--- src/rtl/maj_eval_pkg.sv ---
// Shared types and helpers for the time-multiplexed majority-gate evaluator.
package maj_eval_pkg;

  localparam int unsigned GATE_IDX_W = 5;
  localparam int unsigned IDX_CONST0 = 0;
  localparam int unsigned IDX_X_BASE = 1;
  localparam int unsigned IDX_G_BASE = 8;

  // One gate instruction: three operand indices, each with an inversion bit
  typedef struct packed {
    logic                  inv_a;
    logic [GATE_IDX_W-1:0] idx_a;
    logic                  inv_b;
    logic [GATE_IDX_W-1:0] idx_b;
    logic                  inv_c;
    logic [GATE_IDX_W-1:0] idx_c;
  } gate_instr_t;

  typedef enum logic [1:0] {
    IDLE = 2'd0,
    EVAL = 2'd1,
    CAPT = 2'd2
  } state_t;

  function automatic logic maj3(input logic a, input logic b, input logic c);
    return (a & b) | (a & c) | (b & c);
  endfunction

endpackage

--- src/rtl/maj_operand_mux.sv ---
// Selects one operand bit from {constant 0, primary inputs, node file} and applies inversion.
module maj_operand_mux
  import maj_eval_pkg::*;
#(
  parameter int unsigned NUM_IN    = 7,
  parameter int unsigned MAX_GATES = 16,
  parameter int unsigned IDX_W     = 5
) (
  input  logic [IDX_W-1:0]     idx,
  input  logic                 inv,
  input  logic [NUM_IN-1:0]    x,
  input  logic [MAX_GATES-1:0] nodes,
  output logic                 val_c
);

  localparam int unsigned XSEL_W  = $clog2(NUM_IN);
  localparam int unsigned NSEL_W  = $clog2(MAX_GATES);
  localparam int unsigned IDX_END = IDX_G_BASE + MAX_GATES;

  logic raw;

  // Indices past the node file read as 0
  always_comb begin
    raw = 1'b0;
    if (idx == IDX_W'(IDX_CONST0)) begin
      raw = 1'b0;
    end else if (idx < IDX_W'(IDX_G_BASE)) begin
      raw = x[XSEL_W'(idx - IDX_W'(IDX_X_BASE))];
    end else if (idx < IDX_W'(IDX_END)) begin
      raw = nodes[NSEL_W'(idx - IDX_W'(IDX_G_BASE))];
    end
  end

  assign val_c = raw ^ inv;

endmodule

--- src/rtl/maj_seq_eval.sv ---
// Executes a programmable MAJ3 gate list one gate per cycle, for one vector or a full truth-table sweep.
module maj_seq_eval
  import maj_eval_pkg::*;
#(
  parameter int unsigned NUM_IN    = 7,
  parameter int unsigned MAX_GATES = 16,
  parameter int unsigned IDX_W     = 5
) (
  input  logic                         clk,
  input  logic                         rst_n,
  input  logic                         prog_we,
  input  logic [$clog2(MAX_GATES)-1:0] prog_addr,
  input  logic [3*(IDX_W+1)-1:0]       prog_data,
  input  logic [IDX_W-1:0]             num_gates,
  input  logic [IDX_W-1:0]             out_sel,
  input  logic                         sweep,
  input  logic [NUM_IN-1:0]            x,
  input  logic                         start,
  output logic                         busy,
  output logic                         done,
  output logic                         result,
  output logic [(2**NUM_IN)-1:0]       tt
);

  localparam int unsigned PC_W = $clog2(MAX_GATES);

  state_t                 state, state_nx;
  gate_instr_t            prog_ram [MAX_GATES];
  gate_instr_t            instr;
  logic [PC_W-1:0]        pc;
  logic [NUM_IN-1:0]      vec;
  logic [IDX_W-1:0]       ng_q, out_sel_q, ng_sat_c, sel_a;
  logic                   sweep_q;
  logic [MAX_GATES-1:0]   nodes;
  logic                   inv_a_sel;
  logic                   opa, opb, opc;
  logic                   load_c, eval_c, capt_c, next_vec_c;
  logic                   last_gate_c, last_vec_c;

  assign instr       = prog_ram[pc];
  assign ng_sat_c    = (num_gates > IDX_W'(MAX_GATES)) ? IDX_W'(MAX_GATES) : num_gates;
  assign last_gate_c = (IDX_W'(pc) == (ng_q - IDX_W'(1)));
  assign last_vec_c  = &vec;

  // Operand A doubles as the out_sel reader during capture
  assign sel_a     = capt_c ? out_sel_q : instr.idx_a;
  assign inv_a_sel = capt_c ? 1'b0 : instr.inv_a;

  maj_operand_mux #(.NUM_IN(NUM_IN), .MAX_GATES(MAX_GATES), .IDX_W(IDX_W)) u_mux_a (
    .idx(sel_a), .inv(inv_a_sel), .x(vec), .nodes(nodes), .val_c(opa)
  );
  maj_operand_mux #(.NUM_IN(NUM_IN), .MAX_GATES(MAX_GATES), .IDX_W(IDX_W)) u_mux_b (
    .idx(instr.idx_b), .inv(instr.inv_b), .x(vec), .nodes(nodes), .val_c(opb)
  );
  maj_operand_mux #(.NUM_IN(NUM_IN), .MAX_GATES(MAX_GATES), .IDX_W(IDX_W)) u_mux_c (
    .idx(instr.idx_c), .inv(instr.inv_c), .x(vec), .nodes(nodes), .val_c(opc)
  );

  // Program RAM: writable only while idle, contents not reset
  always_ff @(posedge clk) begin
    if (prog_we && state == IDLE) begin
      prog_ram[prog_addr] <= gate_instr_t'(prog_data);
    end
  end

  always_ff @(posedge clk or negedge rst_n) begin
    if (!rst_n) state <= IDLE;
    else        state <= state_nx;
  end

  always_comb begin
    state_nx = state;
    unique case (state)
      IDLE: if (load_c) state_nx = (ng_sat_c == '0) ? CAPT : EVAL;
      EVAL: if (last_gate_c) state_nx = CAPT;
      CAPT: begin
        if (next_vec_c) state_nx = (ng_q == '0) ? CAPT : EVAL;
        else            state_nx = IDLE;
      end
      default: state_nx = IDLE;
    endcase
  end

  // A start during the done cycle is dropped so back-to-back runs are spaced by one idle cycle
  always_comb begin
    load_c     = 1'b0;
    eval_c     = 1'b0;
    capt_c     = 1'b0;
    next_vec_c = 1'b0;
    unique case (state)
      IDLE: load_c = start && !done;
      EVAL: eval_c = 1'b1;
      CAPT: begin
        capt_c     = 1'b1;
        next_vec_c = sweep_q && !last_vec_c;
      end
      default: ;
    endcase
  end

  always_ff @(posedge clk or negedge rst_n) begin
    if (!rst_n) begin
      busy      <= 1'b0;
      done      <= 1'b0;
      result    <= 1'b0;
      tt        <= '0;
      nodes     <= '0;
      pc        <= '0;
      vec       <= '0;
      ng_q      <= '0;
      out_sel_q <= '0;
      sweep_q   <= 1'b0;
    end else begin
      done <= 1'b0;
      if (load_c) begin
        ng_q      <= ng_sat_c;
        out_sel_q <= out_sel;
        sweep_q   <= sweep;
        vec       <= sweep ? '0 : x;
        pc        <= '0;
        nodes     <= '0;
        busy      <= 1'b1;
      end
      if (eval_c) begin
        nodes[pc] <= maj3(opa, opb, opc);
        pc        <= pc + PC_W'(1);
      end
      if (capt_c) begin
        result   <= opa;
        tt[vec]  <= opa;
        pc       <= '0;
        if (next_vec_c) begin
          vec   <= vec + NUM_IN'(1);
          nodes <= '0;
        end else begin
          busy <= 1'b0;
          done <= 1'b1;
        end
      end
    end
  end

endmodule

--- config.mk ---
export PLATFORM = sky130hd
export DESIGN_NAME = maj_seq_eval
export DESIGN_NICKNAME = d
export VERILOG_FILES = /design/src/rtl/maj_eval_pkg.sv /design/src/rtl/maj_operand_mux.sv /design/src/rtl/maj_seq_eval.sv
export SDC_FILE = /design/constraint.sdc
export NUM_CORES = 1
export LEC_CHECK = 0
export CORE_UTILIZATION = 58
export DETAILED_ROUTE_END_ITERATION = 8
export PLACE_DENSITY = 0.9
export SETUP_SLACK_MARGIN = 0.02
export SYNTH_ARGS = -nofsm -noshare
export SYNTH_HDL_FRONTEND = slang
export SYNTH_SLANG_ARGS = --single-unit
--- constraint.sdc ---
create_clock -name clk -period 4.35 [get_ports clk]
set_input_delay 0.87 -clock clk [delete_from_list [all_inputs] [get_ports clk]]
set_output_delay 0.87 -clock clk [all_outputs]
set_load 0.05 [all_outputs]
After elaboration in Yosys (flattened, before gate mapping)
Memory sizes are Yosys's and may differ from the RTL's.
Cells that the tools add are included.
{ "word_totals": {"ramBits": 288, "mem_count": 1, "output_inout_bits": 131, "input_bits": 44, "word_cells": 125, "ff_bits": 171} }
{ "classes": {"mux": 58, "n_bitwise": 8, "addsub": 9, "n_eq_ne": 5, "n_reduce_logical": 16, "magnitude_cmp": 17} }
{ "memory_table": {"columns": ["memory", "depth", "width", "rd", "rd_clocked_by_memory_dff", "wr", "line", "rtl"], "rows": [
  ["prog_ram", 16, 18, 1, 0, 1, "maj_seq_eval.sv:28", "gate_instr_t prog_ram [MAX_GATES];"]
]} }
{ "ops": {"columns": ["cell", "n"], "rows": [
  ["bitwise mux 128 bit", 1],
  ["two-way mux 16 bit", 4],
  ["two-way mux 1 bit", 29],
  ["two-way mux 7 bit", 4],
  ["logical NOT 5 bit", 5],
  ["< comparator 4 x 5 -> 1 bit, second input constant", 4],
  ["bitwise mux 16 bit", 1],
  ["< comparator 5 x 4 -> 1 bit, second input constant", 3],
  ["< comparator 5 bit, second input constant", 3],
  ["binary-select mux 1 bit (select 4 bit)", 3],
  ["< comparator 3 x 4 -> 1 bit, second input constant", 3],
  ["two-way mux 4 bit", 3],
  ["subtractor 4 bit, second input constant", 3],
  ["two-way mux 2 bit", 5],
  ["two-way mux 5 bit", 2],
  ["binary-select mux 1 bit (select 3 bit)", 3],
  ["subtractor 3 x 1 -> 3 bit, second input constant", 3],
  ["< comparator 7 x 8 -> 1 bit, second input constant", 1],
  ["adder 7 x 1 -> 7 bit, second input constant", 1],
  ["demux 1 bit (select 7 bit)", 1],
  [">= comparator 7 x 1 -> 1 bit, second input constant", 1],
  ["AND reduction 7 bit", 1],
  ["case mux 2 bit (3 select lines)", 1],
  ["== test 4 x 5 -> 1 bit", 1],
  ["other kinds (16)", 27]
]} }

Longest topological paths before layout
{ "logic_depth": {"ltp_word": 17, "ltp_mapped": 18, "mapped_depth_nobuf": 13} }

Cells and area by module
From an unflattened synthesis, not the netlist that was laid out.
{ "hier_totals": {"cells_unflattened": 1275, "area_unflattened_um2": 20038.0} }
{ "by_module_without_submodules": {"columns": ["module", "cells_each", "seq_area_each_um2", "area_per_inst_um2", "n_inst"], "rows": [
  ["maj_seq_eval", 1191, 12927.4, 19125.8, 1],
  ["maj_operand_mux", 28, 0.0, 304.0, 3]
]} }

Worst setup path before layout
No wires, ideal clock.
{ "synth_path": {"path_kind": "reg2reg", "startpoint": "register pc[0]", "endpoint": "register tt[0]", "setup_ns": 0.133, "required_time_ns": 4.217, "arrival_ns": 3.692, "path_stages_with_launch": 17, "path_slack_ns": 0.525, "path_cell_list": "dfrtp_1 -> buf_6 -> mux4_2 -> and2_1 -> a2111oi_4 -> or2_1 -> buf_4 -> ha_1 -> mux2i_1 -> mux2i_1 -> o22ai_1 -> a221oi_2 -> or3b_1 -> nand2_1 -> buf_2 -> clkbuf_1 -> o21ai_0"} }
{ "synth_via": {"elab_chain_cells": 10, "elab_cells_between_ends": 17, "classes_between": "add/sub (2); order compare (2); mux (10); bitwise (1); reduce/logical (1); memory (1)"} }
{ "synth_lines": {"columns": ["element", "line", "rtl"], "rows": [
  ["start: declaration", "maj_seq_eval.sv:30", "logic [PC_W-1:0] pc;"],
  ["start signal: assignment", "maj_seq_eval.sv:126", "pc <= pc + PC_W'(1);"],
  ["memory read (16 x 18 bit) (*)", null, null],
  ["two-way mux 5 bit", "maj_seq_eval.sv:46", "assign sel_a = capt_c ? out_sel_q : instr.idx_a;"],
  ["subtractor 4 bit", "maj_operand_mux.sv:30", "raw = nodes[NSEL_W'(idx - IDX_W'(IDX_G_BASE))];"],
  ["binary-select mux 1 bit (select 4 bit)", "maj_operand_mux.sv:30", null],
  ["two-way mux 1 bit (implied by the code)", "maj_operand_mux.sv:30", null],
  ["two-way mux 1 bit", "maj_operand_mux.sv:29", "end else if (idx < IDX_W'(IDX_END)) begin"],
  ["two-way mux 1 bit", "maj_operand_mux.sv:27", "end else if (idx < IDX_W'(IDX_G_BASE)) begin"],
  ["two-way mux 1 bit", "maj_operand_mux.sv:25", "if (idx == IDX_W'(IDX_CONST0)) begin"],
  ["XOR 1 bit (*)", "maj_operand_mux.sv:34", "assign val_c = raw ^ inv;"],
  ["bitwise mux 128 bit (*)", "maj_seq_eval.sv:130", "tt[vec] <= opa;"],
  ["end signal: indexed assignment", "maj_seq_eval.sv:130", null],
  ["end: declaration", "maj_seq_eval.sv:22", "output logic [(2**NUM_IN)-1:0] tt"]
]} }
Every way passes the cells marked *; elsewhere a longest branch is shown, timed or not. The select of a mux whose other input is x is not followed.
A chain may end at the register's enable or synchronous reset.

Worst setup path in the final report
{ "layout_path": {"startpoint": "register pc[0]", "endpoint": "register nodes[1]"} }
{ "layout_via": {"elab_chain_cells": 16, "elab_cells_between_ends": 56, "classes_between": "add/sub (6); order compare (8); mux (29); bitwise (8); reduce/logical (4); memory (1)"} }
{ "layout_lines": {"columns": ["element", "line", "rtl"], "rows": [
  ["memory read (16 x 18 bit)", null, null],
  ["two-way mux 5 bit", "maj_seq_eval.sv:46", null],
  ["subtractor 4 bit", "maj_operand_mux.sv:30", null],
  ["binary-select mux 1 bit (select 4 bit)", "maj_operand_mux.sv:30", null],
  ["two-way mux 1 bit (implied by the code)", "maj_operand_mux.sv:30", null],
  ["two-way mux 1 bit", "maj_operand_mux.sv:29", null],
  ["two-way mux 1 bit", "maj_operand_mux.sv:27", null],
  ["two-way mux 1 bit", "maj_operand_mux.sv:25", null],
  ["XOR 1 bit", "maj_operand_mux.sv:34", null],
  ["bitwise AND 1 bit", "maj_eval_pkg.sv:26", "return (a & b) | (a & c) | (b & c);"],
  ["OR 1 bit (2 in a row)", "maj_eval_pkg.sv:26", null],
  ["bitwise mux 16 bit (*)", "maj_seq_eval.sv:125", "nodes[pc] <= maj3(opa, opb, opc);"],
  ["two-way mux 16 bit (*)", "maj_seq_eval.sv:124", "if (eval_c) begin"],
  ["two-way mux 16 bit", "maj_seq_eval.sv:132", "if (next_vec_c) begin"],
  ["two-way mux 16 bit (*)", "maj_seq_eval.sv:128", "if (capt_c) begin"],
  ["end signal: indexed assignment", "maj_seq_eval.sv:125", null],
  ["end: declaration", "maj_seq_eval.sv:34", "logic [MAX_GATES-1:0] nodes;"]
]} }
Marked as above.

==> summary.txt <==
Layout
  – Final nets: approximately 1,700
  – Layout Area Growth over Synthesis: 19.37%
  – Reg area: ~13,000 um^2
  – Antenna cell count: 0
  – Fill cell count: 2,078
  – Share of cells above drive strength 1: 0.1594
  – Final core occ: 0.7051
  – Footprint of the multi-input gates: 6452 um^2

STA
  – Slew HR: 0.1977
  – Clock period minus worst slack: around 4.2 ns
  – Slew @ Worst Pin: 1.197 ns
  – Slew Limit Fails: 0
  – Final setup TNS: 0 ns
  – Unrepaired setup endpoints after global routing: false
  – Endpoints failing hold: 0
  – Layout Skew: around 0.017 ns
  – Final Cycle Share: 0.9686
  – Max Fclk: ~240 MHz
  – Final setup fails: 0

Logic synthesis
  – Post-synth ARST share: 0.3725
  – Mapped cell area: between 15,000 and 20,000 um^2
  – Yosys cell types: 84
  – Number of synthesized flops with an enable pin: about 290
  – Yosys reg bits: 459
  – Syn_nets: 1,467
  – Post-synth top area share: 0.4366
  – YS warnings: 0
  – Synthesized area per cell: 14.04 um^2
  – Register area share after synthesis: 0.6527
  – Top FF cell, synth: edfxtp_1
  – Dominant cells by area after synthesis: edfxtp_1 44%, dfrtp_1 22%, mux4_2 8.3%
  – Synth Instances: ~1,400
  – Yosys top cell by area: edfxtp_1

Worst setup path
  – Setup crit end kind: flop
  – Worst path bufs/invs: 2
  – Reg2reg setup slack: about 0.14 ns
  – Startpoint Class: flop
  – R2R depth: 13
  – CP Class: reg2reg
  – CP required: approximately 4.8 ns
  – Worst EP arrival: ~4.7 ns
  – Critical Path Fanout Max: 29
  – Worst path cell trace: buf_6 > mux4_2 > mux2i_1 > mux2_2 > ha_1 > nor3b_1 > a21oi_1 > o221ai_1 > nand3b_1 > a311oi_2 > a22oi_2 > buf_4 > o31ai_1
  – CP top delay family: compound AO/OA/AOI/OAI gates
  – Crit path depth: 13
  – Slowest CP cell: mux4_2
  – Biggest cell delay along the critical path: approximately 0.57 ns

Power
  – Comb pwr share: 0.415
  – Part of the power in the clock network: 0.237
  – Lkg Pwr: between 8 and 9 nW
  – Power density over cell area: 681.4 nW/um^2
  – Peak supply drop: about 0.70 mV
  – Net Sw Power: 0.006488 W
  – Cell Int Power: 0.009622 W
  – Switching part of the total: 0.4027
  – Reg power frac: 0.348

Floorplanning
  – CORE AREA: 33,530 um^2
  – Die Wd: 186.8 um
  – DIE AREA: between 30,000 and 40,000 um^2
  – Num ports: approximately 180
  – Starting Density: 0.5907
  – Num rows: 67
  – Die Y: 186.8 um

Hold path
  – Worst hold path class: in2async

GRT
  – First-pass GRT wire length: between 70 and 80 mm
  – Tot GR Track Use: 0.2899
  – Pin count of the biggest net entering global routing: just over 100
  – Antenna violations before repair: 0
  – GRT overflow: 0
  – Vias in the first global route: between 10,000 and 15,000

Routing
  – Post-route DRC: 0
  – DRT iter0 DRCs: 1,864
  – Drt first pass iters: 5
  – Via Count: ~14,000
  – Routed Wire Length: around 50 mm
  – Avg Vias per Cell: approximately 6.5
  – Routed wire per std cell: 24.18 um
  – Antenna-violating nets left: 0

CTS
  – Sink Count: ~460
  – Skew-Pair Late Insertion Delay: about 0.56 ns
  – CTS Root Cell: clkbuf_16
  – H-tree depth: 2
  – Clock buffer depth: 3
  – CTS tree: yes
  – Total CTS buffers: 45
  – Worst-path clk slew: approximately 0.060 ns

Placed design
  – Gpl congestion: ~0.9
  – # port buffers: 174
  – Estimated wirelength of the detail-placed design: 31.54 mm

Job
  – Maxcap violations: 0

Status
  – Outcome: complete, no violations
## placed cells by master (no fill, tap or decap), types with 6 or more instances in the layout
cell type and n:
nand3_1 48, clkdlybuf4s50_1 173, buf_4 48, dfrtp_1 169, inv_1 14, nor3_1 12, o21ai_0 144, o31ai_1 71
nor2_1 42, nand2b_1 14, clkbuf_1 12, edfxtp_1 288, o31ai_2 10, nor2b_1 11, nor2_2 12, a21oi_1 16
mux2i_1 38, nand2_1 208, ha_1 12, nor3_2 6, o211ai_1 7, clkinv_2 11, mux4_2 73, clkbuf_16 46
## layout make-up
| class | instances | area share |
|---|---|---|
| repair buffers | 228 | 0.09330 |
| multi-input cells | 853 | 0.2729 |
| clock buffers | 61 | 0.05234 |
| inverters | 15 | 0.002381 |
| clock inverters | 21 | 0.008362 |
| well taps | 448 | 0.02371 |
| flip-flops and latches | 459 | 0.5470 |
## cell usage after synthesis (all sizes together), types with 3 or more instances
cell     number
nor2b        11
a311oi        3
or2           4
a211oi        4
nor3b         4
nand2       209
o211ai        7
a31oi         4
xnor2         3
nor4          4
nand2b       15
nor3         18
edfxtp      288
buf          38
o31ai        81
o21ai       149
or3b          3
a21o          3
o221ai        4
nand3b        4
dfrtp       171
nand4         3
nor2         55
mux2i        41
inv          15
a21oi        19
clkbuf       46
nand3        48
a22oi         9
a2111oi       3
mux4         76
mux2         10
o22ai         4
a22o          3
and2          5
ha           12
xor2          3
## worst reg2reg max path, stage by stage, from the launching register on
cell	delay (ns)
dfrtp_4	0.54
buf_6	0.37
mux4_2	0.57
mux2i_1	0.22
mux2_2	0.26
ha_1	0.30
nor3b_1	0.22
a21oi_1	0.09
o221ai_1	0.24
nand3b_1	0.13
a311oi_2	0.48
a22oi_2	0.15
buf_4	0.24
o31ai_1	0.30
## metal layers
metal  GRT usage  vias to the layer above  share of wire
li1            -                     5769              -
met1      0.3786                     6695           0.36
met2      0.4878                      911           0.50
met3     0.04589                      155          0.099
met4      0.1207                        0          0.041
met5           0                        -              0
## kinds of logic after synthesis
logic type      count (synthesis)  share of synthesized area
flops                         459                     0.6527
fa+ha+maj                      12                   0.007580
mux                           127                     0.1150
xor+xnor                        6                   0.002654
simple gates                  395                    0.08926
buf+inv                        99                    0.02596
compound gates                313                     0.1069
## power by group through the flow
stage / Combinational [W] / Clock, W / Sequential (W)
floorplan: 0.00417 / 0 / 0.00624
global placement: 0.00620 / 0 / 0.00563
detailed placement: 0.00641 / 0 / 0.00567
CTS: 0.00648 / 0.00387 / 0.00559
global route: 0.00706 / 0.00401 / 0.00565
finish: 0.00668 / 0.00382 / 0.00561
## sequential cells by signal, summed over array words and instances (netlist names)
name       cells
busy           1
done           1
ng_q           5
nodes         16
out_sel_q      5
pc             4
prog_ram     288
result         1
state          2
sweep_q        1
tt           128
vec            7
## final timing paths
path	start	to
min in group clk	out_sel_q[1]	out_sel_q[1]
max in group asynchronous	rst_n	tt[96]
hold reg to reg	out_sel_q[1]	out_sel_q[1]
setup / recovery	pc[0]	nodes[1]
setup reg to reg	pc[0]	nodes[1]
hold / removal	rst_n	tt[54]
## per-stage QoR
| step | total power [W] | cell area (um^2) | hold WS [ns] | setup WS, ns | std cells |
|---|---|---|---|---|---|
| final | 0.01611 | 23640 | 0.4085 | 0.1368 | 2085 |
| after global routing | 0.01671 | 23640 | 0.4764 | 0.008693 | 2085 |
| after CTS | 0.01593 | 23570 | 0.4337 | 0.05132 | 2081 |
| after detailed placement | 0.01208 | 22140 | 0.4676 | 0.06551 | 1999 |
| after global placement | 0.01183 | 22140 | 0.4575 | 0.2227 | 1999 |
| after floorplan | 0.01041 | 19810 | 0.4436 | 0.5253 | 1411 |
## timing repair
action / CTS / global route
setup buffers: 0 / 4
setup endpoints to repair: 0 / 144
gates resized for setup: 0 / 7
endpoints found under the hold margin: 0 / 0
hold buffers: 0 / 0
No activity file was read; power rests on OpenSTA's default activity.
